### src/rtl/stopwatch_pkg.sv
// Shared types and constants for the stopwatch controller.
package stopwatch_pkg;
  typedef enum logic [1:0] {
    S_IDLE  = 2'd0,
    S_RUN   = 2'd1,
    S_PAUSE = 2'd2,
    S_LAP   = 2'd3
  } state_e;

  localparam logic [3:0] BCD_MAX    = 4'd9;
  localparam int         NUM_DIGITS = 4;
endpackage

### src/rtl/stopwatch_ctrl_bcd_digit.sv
// One BCD decade: sync clear, count enable, carry out on 9->0 roll.
module bcd_digit
  import stopwatch_pkg::*;
(
  input  logic       clk,
  input  logic       rst,
  input  logic       clr,
  input  logic       en,
  output logic [3:0] q,
  output logic       carry
);
  logic [3:0] q_q, q_d;

  always_comb begin
    q_d = q_q;
    if (clr)     q_d = 4'd0;
    else if (en) q_d = (q_q >= BCD_MAX) ? 4'd0 : q_q + 4'd1;
  end

  always_ff @(posedge clk or posedge rst)
    if (rst) q_q <= 4'd0;
    else     q_q <= q_d;

  assign q     = q_q;
  assign carry = en && (q_q == BCD_MAX);
endmodule

### src/rtl/stopwatch_ctrl.sv
// Stopwatch sequencer: FSM, prescaled count enable, BCD chain, lap freeze.
module stopwatch_ctrl
  import stopwatch_pkg::*;
#(
  parameter int DIV = 10
) (
  input  logic       clk,
  input  logic       rst,
  input  logic       start_stop,
  input  logic       clear,
  input  logic       lap,
  output logic [3:0] q0,
  output logic [3:0] q1,
  output logic [3:0] q2,
  output logic [3:0] q3,
  output logic       running,
  output logic       lap_active,
  output logic       overflow
);
  localparam int PW = $clog2(DIV);

  state_e                       state_q, state_d;
  logic [PW-1:0]                pre_q, pre_d;
  logic                         adv, tick, clr_acc, snap;
  logic [NUM_DIGITS-1:0][3:0]   cnt, lap_q, disp;
  logic [NUM_DIGITS:0]          en;
  logic                         ovf_q;

  // start_stop has priority over lap in RUN/LAP; clear over start_stop in PAUSE.
  always_comb begin
    state_d = state_q;
    clr_acc = 1'b0;
    snap    = 1'b0;
    case (state_q)
      S_IDLE:  if (start_stop) state_d = S_RUN;
      S_RUN: begin
        if (start_stop) state_d = S_PAUSE;
        else if (lap) begin
          state_d = S_LAP;
          snap    = 1'b1;
        end
      end
      S_LAP: begin
        if (start_stop) state_d = S_PAUSE;
        else if (lap)   state_d = S_RUN;
      end
      S_PAUSE: begin
        if (clear) begin
          state_d = S_IDLE;
          clr_acc = 1'b1;
        end else if (start_stop) state_d = S_RUN;
      end
      default: state_d = S_IDLE;
    endcase
  end

  assign adv  = (state_q == S_RUN) || (state_q == S_LAP);
  assign tick = adv && (pre_q == PW'(DIV - 1));

  always_comb begin
    pre_d = pre_q;
    if (clr_acc || state_q == S_IDLE) pre_d = '0;
    else if (adv)                     pre_d = tick ? '0 : pre_q + PW'(1);
  end

  assign en[0] = tick;
  for (genvar g = 0; g < NUM_DIGITS; g++) begin : g_dig
    bcd_digit u_dig (
      .clk   (clk),
      .rst   (rst),
      .clr   (clr_acc),
      .en    (en[g]),
      .q     (cnt[g]),
      .carry (en[g+1])
    );
  end

  always_ff @(posedge clk or posedge rst) begin
    if (rst) begin
      state_q <= S_IDLE;
      pre_q   <= '0;
      ovf_q   <= 1'b0;
      lap_q   <= '0;
    end else begin
      state_q <= state_d;
      pre_q   <= pre_d;
      if (clr_acc)              ovf_q <= 1'b0;
      else if (en[NUM_DIGITS])  ovf_q <= 1'b1;
      // snapshot takes the pre-increment count even if tick fires this edge
      if (snap) lap_q <= cnt;
    end
  end

  assign disp       = (state_q == S_LAP) ? lap_q : cnt;
  assign q0         = disp[0];
  assign q1         = disp[1];
  assign q2         = disp[2];
  assign q3         = disp[3];
  assign running    = adv;
  assign lap_active = (state_q == S_LAP);
  assign overflow   = ovf_q;
endmodule

### config.mk
export PLATFORM = sky130hd
export DESIGN_NAME = stopwatch_ctrl
export DESIGN_NICKNAME = d
export VERILOG_FILES = /design/src/rtl/stopwatch_pkg.sv /design/src/rtl/stopwatch_ctrl_bcd_digit.sv /design/src/rtl/stopwatch_ctrl.sv
export SDC_FILE = /design/constraint.sdc
export NUM_CORES = 1
export LEC_CHECK = 0
export ABC_AREA = 1
export BUFFER_PORTS_ARGS = -buffer_cell sky130_fd_sc_hd__buf_4
export CORE_UTILIZATION = 50
export CTS_CLUSTER_SIZE = 8
export DETAILED_ROUTE_END_ITERATION = 10
export GPL_TIMING_DRIVEN = 1
export PLACE_DENSITY = 0.7
export SLEW_MARGIN = 25
export SYNTH_ARGS = -nofsm -noshare
export SYNTH_HDL_FRONTEND = slang
export SYNTH_SLANG_ARGS = --single-unit
### constraint.sdc
create_clock -name clk -period 1.7 [get_ports clk]
set_clock_uncertainty 0.2 [all_clocks]
set_input_delay 0.085 -clock clk [delete_from_list [all_inputs] [get_ports clk]]
set_output_delay 0.085 -clock clk [all_outputs]
set_load 0.02 [all_outputs]
Yosys cells after proc, flatten, opt, wreduce, memory -nomap -nowiden:

Cells that the tools add are included.
W data, S select, Z words.

* add/sub/neg operators: 5
* $lt $le $gt $ge: 4
* eq/ne operators: 10
* multiplexer cells: 30
* reductions and logical operators: 15

Operators by type and width (number)
* $mux W4: 15
* $add A4 B1 Y4 const B: 5
* $eq A4 B4 Y1 const B: 5
* $ge A4 B4 Y1 const B: 4
* $mux W16: 1
* $mux W2: 6
* $reduce_bool A2 Y1: 6
* $pmux W2 S4: 1
* $mux W1: 7
* $ne A3 B3 Y1 const B: 2
* $logic_and A1 B1 Y1: 5
* $eq A2 B2 Y1 const B: 2
* $eq A2 B1 Y1 const B: 1
* $logic_not A2 Y1: 1
* $logic_or A1 B1 Y1: 2
* $reduce_and A2 Y1: 1

* register bits: 39
* bits of input ports: 5
* word-level logic and storage cells: 75

Longest topological paths before layout:

Gate-level depths: netlist of the first run.

* word-level depth: 9
* depth in mapped cells: 9
* gate-level depth less buffers: 9

Modules after synthesis:

From an unflattened synthesis of the first run, not the netlist that was laid out.

* cell total of the unflattened synthesis: 289
* area, all modules: 2229.6 um2

By module, submodules not included
* stopwatch_ctrl: times used 1, cells each 153, area an instance 1183.6 um2, seq. area each 575.6 um2
* bcd_digit: times used 4, cells each 34, area an instance 261.5 um2, seq. area each 100.1 um2

Least setup slack after synthesis of the first run:

Ideal clock, no wire load.

* path type: reg-to-output
* from: reg state_q[1]
* to: out q1[2]
* data arrival time: 1300 ps
* slack: 115 ps
* cell stages (with the launch flop): 5
* cells stage by stage: dfrtp_1 > nand2_1 > inv_1 > buf_2 > o21ai_0

* longest elaborated chain between the ends: 2

RTL lines
* start: declaration: RTL line stopwatch_ctrl.sv:22 `state_e state_q, state_d;`
* start signal: assignment: RTL line stopwatch_ctrl.sv:85 `state_q <= state_d;`
* $eq A2 B2 Y1
* named net lap_active: RTL line stopwatch_ctrl.sv:17 `output logic lap_active,`
* $mux W16: RTL line stopwatch_ctrl.sv:94 `assign disp = (state_q == S_LAP) ? lap_q : cnt;`
* end: declaration: RTL line stopwatch_ctrl.sv:13 `output logic [3:0] q1,`

The timed path passes the listed nets, and every way through them passes these cells.

Worst setup path after layout of the first run:

* from: reg state_q[0]
* to: out q0[3]

* longest elaborated chain between the ends: 2

RTL lines
* $eq A2 B2 Y1: RTL line stopwatch_ctrl.sv:94
* $mux W16: RTL line stopwatch_ctrl.sv:94
* end: declaration: RTL line stopwatch_ctrl.sv:12 `output logic [3:0] q0,`

No other way between the ends.

==> results of run 1 <==
-- critical path: stages (launching register included) --
cell,delay (ns)
dfrtp_2,0.41
nand2_1,0.09
inv_2,0.05
buf_12,0.16
o21ai_0,0.16
buf_4,0.17
-- cells in the mapped netlist (all sizes together) --
library cell and number:
xor2 5, o21ai 40, o22ai 4, nand3 26, buf 7, inv 30, nand4 3, nand2 69
o2111ai 1, nor2 18, nor3 2, a21oi 8, dlygate4sd1 1, dfrtp 39, ha 14, xnor2 2
-- registers in the layout, indices dropped and copies added (netlist names) --
name	cells
lap_q	16
g_dig.u_dig.q	16
overflow	1
state_q	2
pre_q	4
-- placed cells by master (no fill, tap or decap), drive strengths merged --
cell	Yosys	layout
nand4	3	3
nand3	26	26
xor2	5	5
nor3	2	2
a21oi	8	8
dfrtp	39	39
nor2	18	18
o22ai	4	4
buf	7	32
clkbuf	0	8
o2111ai	1	1
inv	30	30
o21ai	40	40
ha	14	14
dlygate4sd3	0	4
xnor2	2	2
nand2	69	69
-- timing repair --
item | in CTS | in global routing
endpoints found under the hold margin | 46 | 0
pin swaps | 0 | 5
setup endpoints to repair | 16 | 23
hold buffers | 4 | 0
buffers inserted | 2 | 0
resized for setup | 3 | 20
-- power breakdown --
group	internal (mW)	leakage, nW	switching [mW]	total [mW]
clock network	0.370	0.0515	0.320	0.691
registers	1.13	0.524	0.170	1.30
logic	0.550	0.666	0.881	1.43
total	2.05	1.24	1.37	3.42
-- stage by stage --
| step | worst slack, ns | utilization [%] | std cells | hold WS (ns) |
|---|---|---|---|---|
| 2_1_floorplan | 0.1148 | - | 269 | 0.02907 |
| 3_3_place_gp | 0.1028 | 59.84 | 341 | 0.04663 |
| 3_5_place_dp | 0.08398 | 59.84 | 341 | 0.04711 |
| 4_1_cts | 0.04417 | 63.65 | 355 | 0.2801 |
| 5_1_grt | -0.0002583 | 64.19 | 355 | 0.3128 |
| 6_report | 0.08861 | 64.19 | 355 | 0.2711 |
-- metal layers --
metal  vias up  part of all wire, %  track usage, %
met5         -                    0               0
met4         0                  1.0           7.813
met3         5                  2.7           3.947
met2        19                   46           36.03
met1       828                   50           27.86
li1        951                    -               -
-- path summary, 6_finish.rpt --
path	startpoint	endpoint	slack, ns	cells after the start
worst min register to register	lap_q[0]	lap_q[0]	0.29	2
worst max-delay path	state_q[0]	q0[3]	0.09	5
worst min-delay path	rst	pre_q[2]	0.27	4
min in group clk	lap_q[0]	lap_q[0]	0.29	2
max in group asynchronous	rst	state_q[0]	0.66	4
worst max register to register	g_dig[2].u_dig.q[1]	g_dig[3].u_dig.q[3]	0.12	8
-- cell families (layout without fill, tap and decap cells) --
logic type / count (synthesis) / in the layout / synth area share, %
and+or+nand+nor: 118 / 118 / 25.59
AOI/OAI and AO/OA: 53 / 53 / 12.35
DFF: 39 / 39 / 43.97
buffers and inverters: 38 / 74 / 7.441
adders and majority gates: 14 / 14 / 7.892
xor gates and xnor gates: 7 / 7 / 2.762
-- area by class of cell --
type,instances,area [um^2]
Fill cell,348,1484
Multi-Input combinational cell,192,1101
Sequential cell,39,978.4
Timing Repair Buffer,36,305.3
Inverter,30,112.6
Clock buffer,8,100.1
Tap cell,50,62.56
==> impl_metrics.py, run 1 <==
metrics = {
    "logic_synthesis": {
        "yosysWarnings": 0,
        "synth-seq-cells": 39,
        "syn_inst": 269,
        "yosys.area.top_type": "dfrtp_1",
        "syn-num-nets": 288,
        "avgSynthCellArea_um2": 8.251,
        "seq_area_frac_synth_pct": 43.97,
        "synth_area_um2": 2220,
        "yosys.cell_types.count": 26,
        "synth_area_leaders": "dfrtp_1, nand2_1, ha_1",
        "synth.top_cell.area_share_pct": 43.97,
    },
    "global_routing": {
        "grt_pass1_vias": 1693,
        "grt_pass1_wl_mm": 7.507,
        "antenna_found_initial": 0,
        "grt.total_usage_pct": 21.61,
        "overflow": 0,
        "grt_max_degree": 40,
    },
    "layout": {
        "drive_gt1_share_pct": 20.98,
        "final_nets": 323,
        "postLayoutCellArea_um2": 2660,
        "antenna_cells": 0,
        "area_growth_pct": 19.84,
    },
    "critical_path": {
        "cp_data_arrival_time_ns": 1.33,
        "cp_max_fo": 33,
        "crit_path_end_kind": "output port",
        "critPathLaunchType": "flop",
        "crit_type": "reg2out",
        "critical_path_required_ns": 1.41,
    },
    "timing": {
        "fin_crit_ns": 1.611,
        "max_slew.worst_pin.slew_ns": 0.4983,
        "timing.final.crit_share_pct": 94.79,
        "maxSlewHeadroom_pct": 66.78,
        "slew_viol_final": 0,
        "hold_viol_final": 0,
        "setup_viol": 0,
        "fmax_mhz": 620.6,
        "finalSetupTns_ns": 0,
    },
    "power_and_ir_drop": {
        "irDropWorstVdd_mv": 0.7872,
        "p_total_mw": 3.424,
        "leakage_nw": 1.241,
        "power.density_nw_per_um2": 1287,
    },
    "route": {
        "ant_nets": 0,
        "totalWireLength_mm": 4.372,
        "first_iter_violations": 110,
        "via_per_inst": 5.079,
        "route.detailed.wl_per_inst_um": 12.32,
        "num_vias": 1803,
        "drc_errors": 0,
        "drt-pass1-iter-count": 4,
    },
    "placed_design": {
        "gp_congestion": 0.8731,
        "post_dp_cell_area_um2": 2480,
        "io_buffer_count": 23,
        "hpwl_mm": 3.148,
    },
    "cts": {
        "cts.sinks": 39,
        "cts_made_buffers": 5,
        "htreeDepth": 2,
        "ctsLongestPathBuffers": 2,
        "cts_root_buf": "clkbuf_8",
        "cts_tree": "yes",
        "clk_pin_slew_ns": 0.07,
        "clkLatencyLatePin_ns": 0.29,
    },
    "floorplanning": {
        "die_area_um2": 4709,
        "start_util_pct": 53.56,
        "ios": 24,
        "die_h_um": 68.63,
        "die_w_um": 68.63,
        "coreArea_um2": 4144,
        "rows": 23,
    },
    "min_path": {
        "hp-class": "in2async",
    },
    "flow_run": {
        "maxCapViolCount": 0,
    },
    "run_status": {
        "status": "finished clean",
    },
}
Note: power is estimated with default switching activity, not from simulation.
==> run 2: changes to the inputs <==
--- a/config.mk
+++ b/config.mk
@@ -8,9 +8,11 @@
 export ABC_AREA = 1
 export BUFFER_PORTS_ARGS = -buffer_cell sky130_fd_sc_hd__buf_4
 export CORE_UTILIZATION = 50
+export CTS_BUF_LIST = sky130_fd_sc_hd__clkbuf_16
 export CTS_CLUSTER_SIZE = 8
 export DETAILED_ROUTE_END_ITERATION = 10
 export GPL_TIMING_DRIVEN = 1
+export MAX_ROUTING_LAYER = met4
 export PLACE_DENSITY = 0.7
 export SLEW_MARGIN = 25
 export SYNTH_ARGS = -nofsm -noshare
==> impl_metrics.py, run 2 (same netlist as run 1, synthesis figures left out) <==
metrics = {
    "run_status": {
        "status": "finished clean",
    },
    "layout": {
        "final_nets": 324,
        "postLayoutCellArea_um2": 2704,
        "area_growth_pct": 21.81,
        "drive_gt1_share_pct": 20.26,
        "mostFrequentLayoutCells": "nand2_1, dfrtp_1, buf_4",
        "mostFrequentLayoutCell": "nand2_1",
        "antenna_cells": 0,
    },
    "critical_path": {
        "r2r_setup_slack_ns": 0.11,
        "r2r_end": "g_dig[3].u_dig.q[3]",
        "cp_slowest_cell": "dfrtp_2",
        "r2r-start": "g_dig[2].u_dig.q[1]",
        "cp_cell_sequence": "nand2_1 -> inv_1 -> buf_12 -> o21ai_0 -> buf_4",
        "crit_path_end_kind": "output port",
        "crit_type": "reg2out",
        "reg2reg_depth": 8,
        "critical_path_required_ns": 1.41,
        "cp_max_fo": 33,
        "cp_data_arrival_time_ns": 1.34,
        "critPathLaunchType": "flop",
        "cpPeakStageDelay_ns": 0.41,
    },
    "timing": {
        "maxSlewHeadroom_pct": 66.96,
        "finalSetupTns_ns": 0,
        "setup_viol": 0,
        "max_slew.worst_pin.slew_ns": 0.4956,
        "grt_setup_unrepaired": "no",
        "fin_crit_ns": 1.624,
        "hold_viol_final": 0,
        "fmax_mhz": 615.7,
        "timing.final.crit_share_pct": 95.54,
        "slew_viol_final": 0,
    },
    "global_routing": {
        "grt_pass1_wl_mm": 7.576,
        "grt.total_usage_pct": 22.67,
        "antenna_found_initial": 0,
        "grt_max_degree": 40,
        "grt_pass1_vias": 1677,
        "overflow": 0,
    },
    "floorplanning": {
        "ios": 24,
        "die_w_um": 68.63,
        "coreArea_um2": 4144,
        "die_h_um": 68.63,
        "start_util_pct": 53.56,
        "rows": 23,
        "die_area_um2": 4709,
    },
    "cts": {
        "cts_root_buf": "clkbuf_16",
        "cts_made_buffers": 5,
        "cts.sinks": 39,
        "htreeDepth": 2,
        "clkLatencyLatePin_ns": 0.28,
        "clk_pin_slew_ns": 0.05,
        "ctsLongestPathBuffers": 2,
        "cts_tree": "yes",
    },
    "placed_design": {
        "gp_congestion": 0.8873,
        "io_buffer_count": 23,
        "hpwl_mm": 3.148,
        "post_dp_cell_area_um2": 2480,
    },
    "power_and_ir_drop": {
        "power.density_nw_per_um2": 1340,
        "irDropWorstVdd_mv": 0.8949,
        "p_total_mw": 3.623,
        "leakage_nw": 1.266,
    },
    "min_path": {
        "hp-class": "in2async",
    },
    "route": {
        "num_vias": 1809,
        "ant_nets": 0,
        "via_per_inst": 5.081,
        "totalWireLength_mm": 4.492,
        "route.detailed.wl_per_inst_um": 12.62,
        "first_iter_violations": 108,
        "drt-pass1-iter-count": 4,
        "drc_errors": 0,
    },
    "flow_run": {
        "maxCapViolCount": 0,
    },
}
run 2: where the power goes:
part / internal [mW] / switching (mW)
clock network: 0.527 / 0.347
logic: 0.560 / 0.877
registers: 1.14 / 0.176
run 2: metal layers:
layer | track usage, % | routed length [um] | share of wire (%)
met1 | 28.48 | 2211 | 49
met2 | 36.03 | 2150 | 48
met3 | 4.441 | 95 | 2.1
met4 | 8.594 | 35 | 0.78
met5 | - | 0 | 0
run 2: worst max-delay path by stage:
stage,start,slack (ns),depth (start not counted),to
2_1_floorplan,state_q[1],0.11,4,q1[2]
3_5_place_dp,pre_q[1],0.08,9,g_dig[3].u_dig.q[2]
4_1_cts,state_q[1],0.003,5,q2[3]
6_report,state_q[1],0.08,5,q0[3]
5_1_grt,state_q[1],0.001,5,q1[2]
3_3_place_gp,pre_q[1],0.10,9,g_dig[3].u_dig.q[3]
run 2: what timing repair did:
action,in CTS,in global routing
pin swaps,0,5
endpoints found under the setup margin,16,28
hold buffers,4,0
buffers inserted,1,2
resized for setup,3,14
endpoints found under the hold margin,46,0
run 2: worst max-delay path: cells and delay by family, from the launching register on:
kind | cells | cell delay [ns]
simple gates | 1 | 0.09
compound gates | 1 | 0.16
buf+inv | 3 | 0.40
flops | 1 | 0.41
run 2: final cells by class:
class | count | area [um^2]
well taps | 50 | 62.56
inverters | 30 | 112.6
fillers | 340 | 1440
flip-flops and latches | 39 | 978.4
repair buffers | 37 | 312.8
clock inverters | 3 | 11.26
multi-input cells | 192 | 1101
clock buffers | 5 | 125.1
run 2: stage by stage:
step / util (%) / std cells / hold WS, ns / setup WS (ns)
floorplan: - / 269 / 0.02907 / 0.1148
global placement: 59.84 / 341 / 0.04663 / 0.1028
detailed placement: 59.84 / 341 / 0.04711 / 0.08398
CTS: 64.34 / 354 / 0.2930 / 0.002802
global route: 65.25 / 356 / 0.3075 / 0.0009588
finish: 65.25 / 356 / 0.2874 / 0.07575
==> run 3: changes to the inputs <==
--- a/config.mk
+++ b/config.mk
@@ -5,7 +5,6 @@
 export SDC_FILE = /design/constraint.sdc
 export NUM_CORES = 1
 export LEC_CHECK = 0
-export ABC_AREA = 1
 export BUFFER_PORTS_ARGS = -buffer_cell sky130_fd_sc_hd__buf_4
 export CORE_UTILIZATION = 50
 export CTS_BUF_LIST = sky130_fd_sc_hd__clkbuf_16
==> impl_metrics.py, run 3 <==
metrics = {
    "cts": {
        "ctsLongestPathBuffers": 2,
        "clkLatencyLatePin_ns": 0.28,
        "htreeDepth": 2,
        "cts_made_buffers": 5,
        "cts_tree": "yes",
        "cts.sinks": 39,
        "clk_pin_slew_ns": 0.06,
        "cts_root_buf": "clkbuf_16",
    },
    "placed_design": {
        "post_dp_cell_area_um2": 2768,
        "gp_congestion": 0.8353,
        "hpwl_mm": 3.451,
        "io_buffer_count": 23,
    },
    "critical_path": {
        "crit_path_end_kind": "flop",
        "critPathLaunchType": "flop",
        "r2r_setup_slack_ns": -0.23,
        "cp_cell_sequence": "inv_2 -> ha_4 -> nand3b_1 -> or4_4 -> o21ai_2 -> a21oi_1",
        "cp_slowest_cell": "or4_4",
        "cp_data_arrival_time_ns": 1.90,
        "critical_path_required_ns": 1.67,
        "cp_max_fo": 4,
        "crit_type": "reg2reg",
        "reg2reg_depth": 6,
        "r2r-start": "g_dig[1].u_dig.q[1]",
        "cpPeakStageDelay_ns": 0.63,
        "r2r_end": "g_dig[3].u_dig.q[2]",
    },
    "power_and_ir_drop": {
        "p_comb_share_pct": 41.5,
        "p_total_mw": 3.949,
        "pwr-share-seq_pct": 32.4,
        "clockPowerShare_pct": 26.1,
        "p_sw_share_pct": 33.58,
        "irDropWorstVdd_mv": 0.9204,
        "internal-power_mw": 2.623,
        "power.net_switching_mw": 1.326,
        "power.density_nw_per_um2": 1120,
        "leakage_nw": 1.718,
    },
    "route": {
        "wl_met1_mm": 2.712,
        "wl_met3_um": 175,
        "drc_errors": 0,
        "drt-pass1-iter-count": 4,
        "ant_nets": 0,
        "totalWireLength_mm": 6.640,
        "via_per_inst": 5.765,
        "first_iter_violations": 117,
        "num_vias": 1983,
        "route.detailed.wl_per_inst_um": 19.30,
        "top_layer": "met4",
        "met2_wirelength_mm": 3.540,
    },
    "global_routing": {
        "grt_pass1_wl_mm": 8.004,
        "grt.total_usage_pct": 24.64,
        "grt_pass1_vias": 1742,
        "antenna_found_initial": 0,
        "overflow": 0,
        "grt_max_degree": 31,
    },
    "run_status": {
        "status": "complete, but fails checks",
        "violations": "negative setup slack",
    },
    "logic_synthesis": {
        "synth_flop_cell": "dfrtp_1",
        "yosys.area.top_type": "dfrtp_1",
        "synth_edf_count": 0,
        "syn-num-nets": 237,
        "async_reset_ff_share_pct": 100.0,
        "avgSynthCellArea_um2": 10.12,
        "yosys-top-cells-count": "dfrtp_1, nand2_1, mux2_2, o21ai_0",
        "yosysWarnings": 0,
        "seq_area_frac_synth_pct": 44.24,
        "synth.most_common_cell": "dfrtp_1",
        "synth_area_leaders": "dfrtp_1, mux2_2, ha_1",
        "synth.top_cell.area_share_pct": 44.24,
        "synth-seq-cells": 39,
        "yosys.cell_types.count": 43,
        "synth_area_um2": 2206,
        "syn_inst": 218,
    },
    "timing": {
        "timing.final.crit_share_pct": 113.7,
        "setup_viol": 39,
        "worst_slack_ns": -0.2337,
        "fin_crit_ns": 1.934,
        "maxSlewHeadroom_pct": 68.28,
        "slew_viol_final": 0,
        "grt_setup_unrepaired": "yes",
        "hold_viol_final": 0,
        "fmax_mhz": 517.1,
        "max_slew.worst_pin.slew_ns": 0.4753,
    },
    "layout": {
        "drive_gt1_share_pct": 54.42,
        "antenna_cells": 0,
        "area_growth_pct": 59.84,
        "mostFrequentLayoutCells": "buf_4, dfrtp_1, mux2_4, buf_6, nand2_1",
        "mostFrequentLayoutCell": "buf_4",
        "postLayoutCellArea_um2": 3526,
        "nFillCells": 195,
        "final_nets": 313,
    },
    "floorplanning": {
        "coreArea_um2": 4115,
        "rows": 23,
        "die_w_um": 68.42,
        "die_area_um2": 4681,
        "start_util_pct": 53.60,
        "ios": 24,
        "die_h_um": 68.42,
    },
    "min_path": {
        "hp-class": "in2async",
    },
    "flow_run": {
        "maxCapViolCount": 0,
    },
}
## run 3: per-layer routing
metal  global-route usage [%]  up-vias
li1                         -      915
met1                    28.97     1007
met2                    40.56       44
met3                    5.667       17
met4                    9.635        0
met5                        -        -
## run 3: repair_timing
| item | CTS | global route |
|---|---|---|
| buffers inserted | 2 | 6 |
| gates resized for setup | 21 | 92 |
| endpoints found under the hold margin | 45 | 0 |
| endpoints found under the setup margin | 29 | 50 |
| cloned | 1 | 2 |
| hold buffers | 4 | 0 |
| pin swaps | 9 | 14 |
## run 3: worst max-delay path by stage
| stage | end | from | slack, ns | depth (start not counted) |
|---|---|---|---|---|
| after floorplan | g_dig[3].u_dig.q[2] | pre_q[1] | -0.15 | 6 |
| after global placement | g_dig[1].u_dig.q[2] | pre_q[1] | -0.17 | 7 |
| after detailed placement | g_dig[1].u_dig.q[2] | pre_q[1] | -0.21 | 7 |
| after CTS | g_dig[3].u_dig.q[2] | g_dig[1].u_dig.q[1] | -0.16 | 6 |
| after global routing | g_dig[3].u_dig.q[2] | g_dig[1].u_dig.q[1] | -0.31 | 6 |
| final | g_dig[3].u_dig.q[2] | g_dig[1].u_dig.q[1] | -0.23 | 6 |
## run 3: kinds of logic (layout without fill, tap and decap cells)
| family | Yosys count | count (layout) | synth area share [%] |
|---|---|---|---|
| DFF | 39 | 39 | 44.24 |
| and+or+nand+nor | 73 | 74 | 18.72 |
| muxes | 24 | 24 | 12.25 |
| xor gates and xnor gates | 2 | 2 | 0.7942 |
| adders and majority gates | 14 | 14 | 7.941 |
| AOI/OAI and AO/OA | 44 | 44 | 11.74 |
| buffers and inverters | 22 | 97 | 4.310 |
## run 3: area by class of cell
cell class | count | area, um^2 | share of cell area, %
Timing Repair Buffer | 78 | 765.7 | 21.72
Clock buffer | 5 | 125.1 | 3.549
Inverter | 12 | 52.55 | 1.490
Sequential cell | 39 | 977.2 | 27.71
Multi-Input combinational cell | 158 | 1509 | 42.80
Tap cell | 50 | 62.56 | 1.774
Clock inverter | 2 | 33.78 | 0.9581
## run 3: worst max-delay path, delay by kind of cell, from the launching register on
kind / cells / cell delay [ns]
compound gates: 2 / 0.20
fa+ha+maj: 1 / 0.14
buf+inv: 1 / 0.10
flops: 1 / 0.39
simple gates: 2 / 0.80
## run 3: power by group through the flow
stage,Combinational [mW],Clock [mW],Sequential (mW)
4_1_cts,1.20,1.04,1.23
3_3_place_gp,1.00,0,1.20
5_1_grt,1.75,1.08,1.30
6_report,1.64,1.03,1.28
3_5_place_dp,1.03,0,1.21
2_1_floorplan,0.664,0,1.20
## run 3: metrics by stage
stage          setup slack, ns  util (%)  std cells  hold WS, ns  TNS (ns)
2_1_floorplan          -0.1503         -        218      0.03096   -0.6586
3_3_place_gp           -0.1732     67.25        323     -0.09691    -1.285
3_5_place_dp           -0.2096     67.25        323     -0.08768    -1.689
4_1_cts                -0.1640     75.28        337       0.1681    -1.185
5_1_grt                -0.3078     85.68        344       0.2171    -4.964
6_report               -0.2337     85.68        344       0.1794    -2.628
